<file path="config.mk">
export PLATFORM = sky130hd
export DESIGN_NAME = pll_reset_seq
export DESIGN_NICKNAME = d
export VERILOG_FILES = /design/src/rtl/pll_reset_seq.sv
export SDC_FILE = /design/constraint.sdc
export NUM_CORES = 1
export LEC_CHECK = 0
export CORE_MARGIN = 4
export CORE_UTILIZATION = 43
export DETAILED_ROUTE_END_ITERATION = 7
export PLACE_DENSITY = 0.75
export SLEW_MARGIN = 30
export SYNTH_ARGS = -nofsm -noshare
export SYNTH_HDL_FRONTEND = slang
export SYNTH_SLANG_ARGS = --single-unit
</file>
<file path="constraint.sdc">
create_clock -name clk -period 6.3 [get_ports clk]
set_clock_uncertainty 0.2 [all_clocks]
set_input_delay 0.63 -clock clk [delete_from_list [all_inputs] [get_ports clk]]
set_output_delay 0.63 -clock clk [all_outputs]
set_load 0.02 [all_outputs]
</file>
<file path="src/rtl/pll_reset_seq.sv">
// PLL reset sequencer: qualifies PLL lock, retries the PLL on lock timeout and releases domain resets in order.
// Defining RSTSEQ_RETRY_LIMIT_EN adds a retry limit: after MAX_RETRIES timeouts the FSM parks in FAIL.
`timescale 1ns/1ps
module pll_reset_seq #(
  parameter int SYNC_STAGES        = 2,
  parameter int PLL_RST_CYCLES     = 50,
  parameter int LOCK_TIMEOUT       = 50000,
  parameter int LOCK_STABLE_CYCLES = 5000,
  parameter int RELEASE_GAP        = 16,
  parameter int NUM_DOMAINS        = 3,
  parameter int MAX_RETRIES        = 8
) (
  input  logic                   clk,
  input  logic                   reset,
  input  logic                   lock,
  output logic                   pll_reset,
  output logic [NUM_DOMAINS-1:0] sys_reset,
  output logic                   ready,
  output logic [7:0]             retry_count,
  output logic [7:0]             lock_loss_count,
  output logic                   fail
);

  localparam int REL_SPAN = RELEASE_GAP * NUM_DOMAINS;
  localparam int MAX_A    = (PLL_RST_CYCLES > LOCK_TIMEOUT) ? PLL_RST_CYCLES : LOCK_TIMEOUT;
  localparam int MAX_B    = (LOCK_STABLE_CYCLES > REL_SPAN) ? LOCK_STABLE_CYCLES : REL_SPAN;
  localparam int CNT_MAX  = (MAX_A > MAX_B) ? MAX_A : MAX_B;
  localparam int CNT_W    = $clog2(CNT_MAX) + 1;

  localparam logic [CNT_W-1:0] PLL_RST_LAST = CNT_W'(PLL_RST_CYCLES - 1);
  localparam logic [CNT_W-1:0] TIMEOUT_LAST = CNT_W'(LOCK_TIMEOUT - 1);
  localparam logic [CNT_W-1:0] STABLE_LAST  = CNT_W'(LOCK_STABLE_CYCLES - 1);
  localparam logic [CNT_W-1:0] RELEASE_LAST = CNT_W'(REL_SPAN - 1);
`ifdef RSTSEQ_RETRY_LIMIT_EN
  localparam logic [7:0]       RETRY_LAST   = 8'(MAX_RETRIES - 1);
`endif

  if (SYNC_STAGES < 2 || MAX_RETRIES < 1) begin : g_param_check
    $error("pll_reset_seq: SYNC_STAGES must be >= 2 and MAX_RETRIES >= 1");
  end

  typedef enum logic [2:0] {
    ST_PLL_RST,
    ST_WAIT_LOCK,
    ST_STABLE,
    ST_RELEASE,
    ST_RUN
`ifdef RSTSEQ_RETRY_LIMIT_EN
    , ST_FAIL
`endif
  } state_t;

  function automatic logic [7:0] sat_inc(input logic [7:0] v);
    return (v == 8'hFF) ? v : v + 8'd1;
  endfunction

  state_t                 state_q, state_d;
  logic [CNT_W-1:0]       cnt_q, cnt_d;
  logic [SYNC_STAGES-1:0] lock_sync;
  logic                   lock_s;
  logic [NUM_DOMAINS-1:0] sys_reset_d;
  logic [7:0]             retry_d, loss_d;
  logic                   pll_reset_d, ready_d;

  // lock synchroniser: lock_s is the only view of lock used by the FSM
  always_ff @(posedge clk or posedge reset) begin
    if (reset) lock_sync <= '0;
    else       lock_sync <= {lock_sync[SYNC_STAGES-2:0], lock};
  end
  assign lock_s = lock_sync[SYNC_STAGES-1];

  always_comb begin
    state_d     = state_q;
    cnt_d       = cnt_q + CNT_W'(1);
    sys_reset_d = sys_reset;
    retry_d     = retry_count;
    loss_d      = lock_loss_count;
    unique case (state_q)
      ST_PLL_RST: begin
        if (cnt_q == PLL_RST_LAST) state_d = ST_WAIT_LOCK;
      end
      ST_WAIT_LOCK: begin
        if (lock_s) begin
          state_d = ST_STABLE;
        end else if (cnt_q == TIMEOUT_LAST) begin
          retry_d = sat_inc(retry_count);
          state_d = ST_PLL_RST;
`ifdef RSTSEQ_RETRY_LIMIT_EN
          if (retry_count == RETRY_LAST) state_d = ST_FAIL;
`endif
        end
      end
      ST_STABLE: begin
        if (!lock_s)                   state_d = ST_WAIT_LOCK;
        else if (cnt_q == STABLE_LAST) state_d = ST_RELEASE;
      end
      ST_RELEASE, ST_RUN: begin
        // lock loss outranks a release edge; the PLL relocks on its own, so no PLL reset
        if (!lock_s) begin
          state_d = ST_WAIT_LOCK;
          loss_d  = sat_inc(lock_loss_count);
        end else if (state_q == ST_RELEASE) begin
          for (int i = 0; i < NUM_DOMAINS; i++) begin
            if (cnt_q == CNT_W'((i + 1) * RELEASE_GAP - 1)) sys_reset_d[i] = 1'b0;
          end
          if (cnt_q == RELEASE_LAST) state_d = ST_RUN;
        end
      end
`ifdef RSTSEQ_RETRY_LIMIT_EN
      ST_FAIL: begin
        state_d = ST_FAIL;
      end
`endif
      default: state_d = ST_PLL_RST;
    endcase
    if (state_d != state_q) cnt_d = '0;
    if (state_d != ST_RELEASE && state_d != ST_RUN) sys_reset_d = '1;
    pll_reset_d = (state_d == ST_PLL_RST);
`ifdef RSTSEQ_RETRY_LIMIT_EN
    if (state_d == ST_FAIL) pll_reset_d = 1'b1;
`endif
    ready_d = (state_d == ST_RUN);
  end

  // all outputs are registered from the next-state decision
  always_ff @(posedge clk or posedge reset) begin
    if (reset) begin
      state_q         <= ST_PLL_RST;
      cnt_q           <= '0;
      pll_reset       <= 1'b1;
      sys_reset       <= '1;
      ready           <= 1'b0;
      retry_count     <= 8'd0;
      lock_loss_count <= 8'd0;
    end else begin
      state_q         <= state_d;
      cnt_q           <= cnt_d;
      pll_reset       <= pll_reset_d;
      sys_reset       <= sys_reset_d;
      ready           <= ready_d;
      retry_count     <= retry_d;
      lock_loss_count <= loss_d;
    end
  end

`ifdef RSTSEQ_RETRY_LIMIT_EN
  always_ff @(posedge clk or posedge reset) begin
    if (reset) fail <= 1'b0;
    else       fail <= (state_d == ST_FAIL);
  end
`else
  assign fail = 1'b0;
`endif

endmodule

</file>
After elaboration in Yosys (flattened, before gate mapping)
Cells that the tools add are included.

word-level totals
  register bits after elaboration = 43
  input port bits = 3
  output and inout bits = 22
  word-level logic and storage cells = 64

operators by class
  $add $sub $neg = 3
  equality and inequality tests = 16
  muxes and demuxes = 17
  bitwise logic cells = 3
  reductions and logical operators = 15

operator list
  kind                     count
  $mux W3                  12
  $eq A17 B6 Y1 const B    2
  $add A17 B1 Y17 const B  1
  $eq A17 B13 Y1 const B   1
  $eq A17 B16 Y1 const B   1
  $eq A17 B4 Y1 const B    1
  $eq A17 B5 Y1 const B    1
  $mux W17                 1
  $add A8 B1 Y8 const B    2
  $eq A8 B8 Y1 const B     2
  $reduce_and A4 Y1        4
  $pmux W3 S4              1
  $reduce_bool A2 Y1       6
  $eq A3 B2 Y1 const B     2
  $eq A3 B3 Y1 const B     2
  $logic_not A3 Y1         2
  $eq A3 B1 Y1 const B     1
  $mux W1                  3
  $ne A3 B2 Y1 const B     1
  $ne A3 B3 Y1             1
  $ne A3 B3 Y1 const B     1
  $not A1 Y1               3
  $reduce_and A3 Y1        1
  $reduce_or A2 Y1         1
  $logic_and A1 B1 Y1      1

Longest topological paths before layout
  word-level depth = 9
  depth in mapped cells = 9
  mapped depth without buffers = 7

Worst setup path before layout
Ideal clock, no wire load.

  kind = flip-flop to flip-flop
  start point = register cnt_q[0]
  end point = register cnt_q[1]
  setup time = 0.104 ns
  arrival = 2.065 ns
  required time = 5.996 ns
  slack = 3.932 ns
  stages on the path, launching flop included = 10
  path buffers = 2
  clock period less this slack = 2.368 ns
  path through = dfrtp_1 ha_1 and4b_1 and4_1 clkbuf_1 a21oi_1 nor3_4 inv_2 buf_6 o41ai_2

on the way
  cells in the longest elaborated chain, start to end = 7
  elaborated cells on any way between the ends = 16
  those cells by class = 1 x add/sub; 5 x eq/ne; 10 x mux

ends and longest elaborated chain
  element                 RTL line  text
  start, declared         58        logic [CNT_W-1:0] cnt_q, cnt_d;
  start signal, assigned  137       cnt_q <= cnt_d;
  $eq A17 B6 Y1           106       if (cnt_q == RELEASE_LAST) state_d = ST_RUN;
  $mux W3                 106
  $mux W3                 102       end else if (state_q == ST_RELEASE) begin
  $mux W3                 99        if (!lock_s) begin
  $pmux W3 S4 *           78        unique case (state_q)
  via state_d[0]          57        state_t state_q, state_d;
  $ne A3 B3 Y1 *          116       if (state_d != state_q) cnt_d = '0;
  $mux W17 *              116
  via cnt_d[1]            58

Mark *: on every way through the listed nets, which the timed path passes. The rest lies on a longest branch.
A chain may end at the register's enable or synchronous reset.

Final worst setup path
  start point = register cnt_q[0]
  end point = register cnt_q[0]

on the way
  cells in the longest elaborated chain, start to end = 7
  elaborated cells on any way between the ends = 16
  those cells by class = 1 x add/sub; 5 x eq/ne; 10 x mux

ends and longest elaborated chain
  element        RTL line
  $eq A17 B6 Y1  106
  $mux W3        106
  $mux W3        102
  $mux W3        99
  $pmux W3 S4    78
  $ne A3 B3 Y1   116
  $mux W17 *     116
  via cnt_d[0]   58

Marks and branches as above.

==> metrics <==
Critical Path RT=6.28 ns; class of the most critical setup path=reg2reg; Max Root-Sink Buffers=2; Die Ht=82.3 um; Ports=25; fin crit share=42.7%; DP Wirelength=~3.4 mm; ANT cells=0; Rows=26; Syn Area/Cell=9.73 um^2; FF-to-FF Start=cnt_q[0]; CTS root buf=clkbuf_8; Via density=5.42; distinct cell type count after synthesis=a little over 50; crit end category=register; status=finished, final reports clean; Synth top area share=between 40% and 50%; fill count=453; Critical Path AT=2.68 ns; reg2reg setup slack=3.61 ns; CTS tree=done; Post-CTS Repair Setup Buffers=0; Setup crit start kind=register; Max-slew headroom=39.0%; fin util=52.8%; worst-margin pin slew=between 0.9 and 1 ns; Slew Limit Fails=0; final setup fails=0; Post-synth ARST share=100%; Peak VDD IR=0.000115 V; Post-Syn Area=2370 um^2; Hold Violations, Final=0; CP Max Fanout=11; Post-Route WL=4.81 mm; Num CTS Buffers=5; largest cells by area after synthesis=dfrtp_1, xor2_1, xnor2_1; Die X=slightly above 80 um; # resized after CTS=0; warnings from Yosys=0; routability cong.=0.822; Post-synth top flop=dfrtp_1; Worst Setup EP=cnt_q[0]; RSZ-0062 raised after global routing=false; Worst Hold Class=reg2reg; die area=between 6000 and 7000 um^2; synthesis-stage register bit count=43; Post-synth EDFFs=0; post-detailed-route count of antenna-violating nets=0; initial core utilization=45.3%; first-pass GRT wire length=8.45 mm; area leader, netlist=dfrtp_1; Crit Reg-Reg Endpoint=cnt_q[0]; fraction of layout instances using a drive strength above 1=a little under a tenth; Syn Inst Count=244; clock-pin slew on the worst setup and hold paths=0.09 ns; vias in the first global route=1829; min cycle time layout=around 2.7 ns; sequential cell area fraction in the yosys report=45.5%; H-tree depth=2; setup TNS=0 ns; largest net degree at the start of global routing=44; routed via count=1816; syn_nets=251; # clock sinks=43; worst reg-to-reg path cell count=7; count of TritonRoute iterations in the first routing pass=4; drt drc=0; PD cells=183 nW/um^2; GR Overflow Total=0; Critical Path Source=cnt_q[0]; area grow syn2layout=16.5%; Peak Freq=371 MHz; Post-CTS Hold Buffers=0; IO Port Bufs=23; leakage=1.22 nW; max cap viols=0; # nets final=roughly 270; Core ar.=5240 um^2; 1st-iter DRT viols=136; All-Layer GR Usage=16.2%; clock latency on the worst-skew pair=0.30 ns; initial antenna violation count=0; Routed WL per cell=14.4 um
critical path, cell delays in order, from the launching register on:
cell and delay [ns]:
dfrtp_1 0.44, ha_1 0.26, and4b_1 0.23, and4_1 0.34
a21oi_1 0.18, nor3_4 0.38, inv_2 0.20, o41ai_1 0.35
metrics by stage:
stage	cell area, um^2	std cells	power, mW	worst slack [ns]	hold slack [ns]
final	2770	335	0.506	3.61	0.163
after global routing	2770	335	0.523	3.49	0.187
after CTS	2770	335	0.511	3.64	0.169
after detailed placement	2650	327	0.292	3.67	0.148
after global placement	2650	327	0.291	3.74	0.132
after floorplan	2370	244	0.289	3.93	0.131
cell usage after synthesis, types with 2 or more instances:
cell	count
dfrtp_1	39
nor2b_1	2
nand4_1	12
mux2_2	2
o21ai_0	9
xor2_1	16
nor2_1	11
clkbuf_1	9
nand2_1	31
o21a_1	4
o21ai_1	2
nand3_1	9
and4_1	3
and3_1	3
xnor2_1	14
inv_1	10
nor3_1	10
nor4_1	4
a21oi_1	7
o311ai_0	2
dfstp_2	4
ha_1	4
mux2i_1	5
and2_1	3
and4b_1	3
flip-flops by register name, summed over array words and instances (netlist names):
name and flops:
retry_count 8, cnt_q 17, pll_reset 1, lock_sync 2, sys_reset 3, lock_loss_count 8
ready 1, state_q 3
worst min path at each step:
stage | endpoint | startpoint | slack, ns | cells past startpoint
2_1_floorplan | lock_sync[1] | lock_sync[0] | 0.13 | 0
5_1_grt | lock_sync[1] | lock_sync[0] | 0.19 | 0
4_1_cts | lock_sync[1] | lock_sync[0] | 0.17 | 0
3_5_place_dp | lock_sync[1] | lock_sync[0] | 0.15 | 0
3_3_place_gp | lock_sync[1] | lock_sync[0] | 0.13 | 0
6_report | lock_sync[1] | lock_sync[0] | 0.16 | 0
logic make-up (layout without fill, tap and decap cells):
| group | count (synthesis) | count (layout) | share of synthesized area (%) |
|---|---|---|---|
| AOI/OAI and AO/OA | 31 | 31 | 8.96 |
| muxes | 7 | 7 | 3.06 |
| DFF | 43 | 43 | 45.5 |
| buffers and inverters | 23 | 44 | 4.11 |
| xor gates and xnor gates | 30 | 30 | 11.1 |
| and+or+nand+nor | 104 | 104 | 24.6 |
| adders and majority gates | 5 | 5 | 2.53 |
| other | 1 | 1 | 0.158 |
cells in the final DEF, fill, tap and decap left out, drive strengths merged, types with 7 or more instances in the layout:
cell / n
nand2: 31
o21ai: 11
clkdlybuf4s50: 23
a21oi: 7
xnor2: 14
nor2: 11
nand3: 9
nand4: 12
inv: 12
dfrtp: 39
nor3: 11
xor2: 16
where the power goes:
group / leakage (nW) / internal [mW] / total [mW] / switching (mW)
registers: 0.569 / 0.276 / 0.278 / 0.00101
logic: 0.600 / 0.00199 / 0.00842 / 0.00643
clock network: 0.0548 / 0.119 / 0.220 / 0.100
total: 1.22 / 0.398 / 0.506 / 0.108
layer usage:
metal	vias up	GRT usage [%]	wire, um
li1	896	-	-
met1	877	21.1	2220
met2	35	26.1	2320
met3	8	3.47	181
met4	0	6.81	88
met5	-	0	0
area by class of cell:
type                       instances  area [um^2]  share of cell area [%]
clock buffer                       5         68.8                    2.49
clock inverter                     3         46.3                    1.67
inverter                          11         41.3                    1.49
multi-input combinational        178         1190                    43.2
sequential                        43         1080                    39.1
tap                               70         87.6                    3.17
timing repair buffer              25          245                    8.87
(Power assumes the default switching activity.)
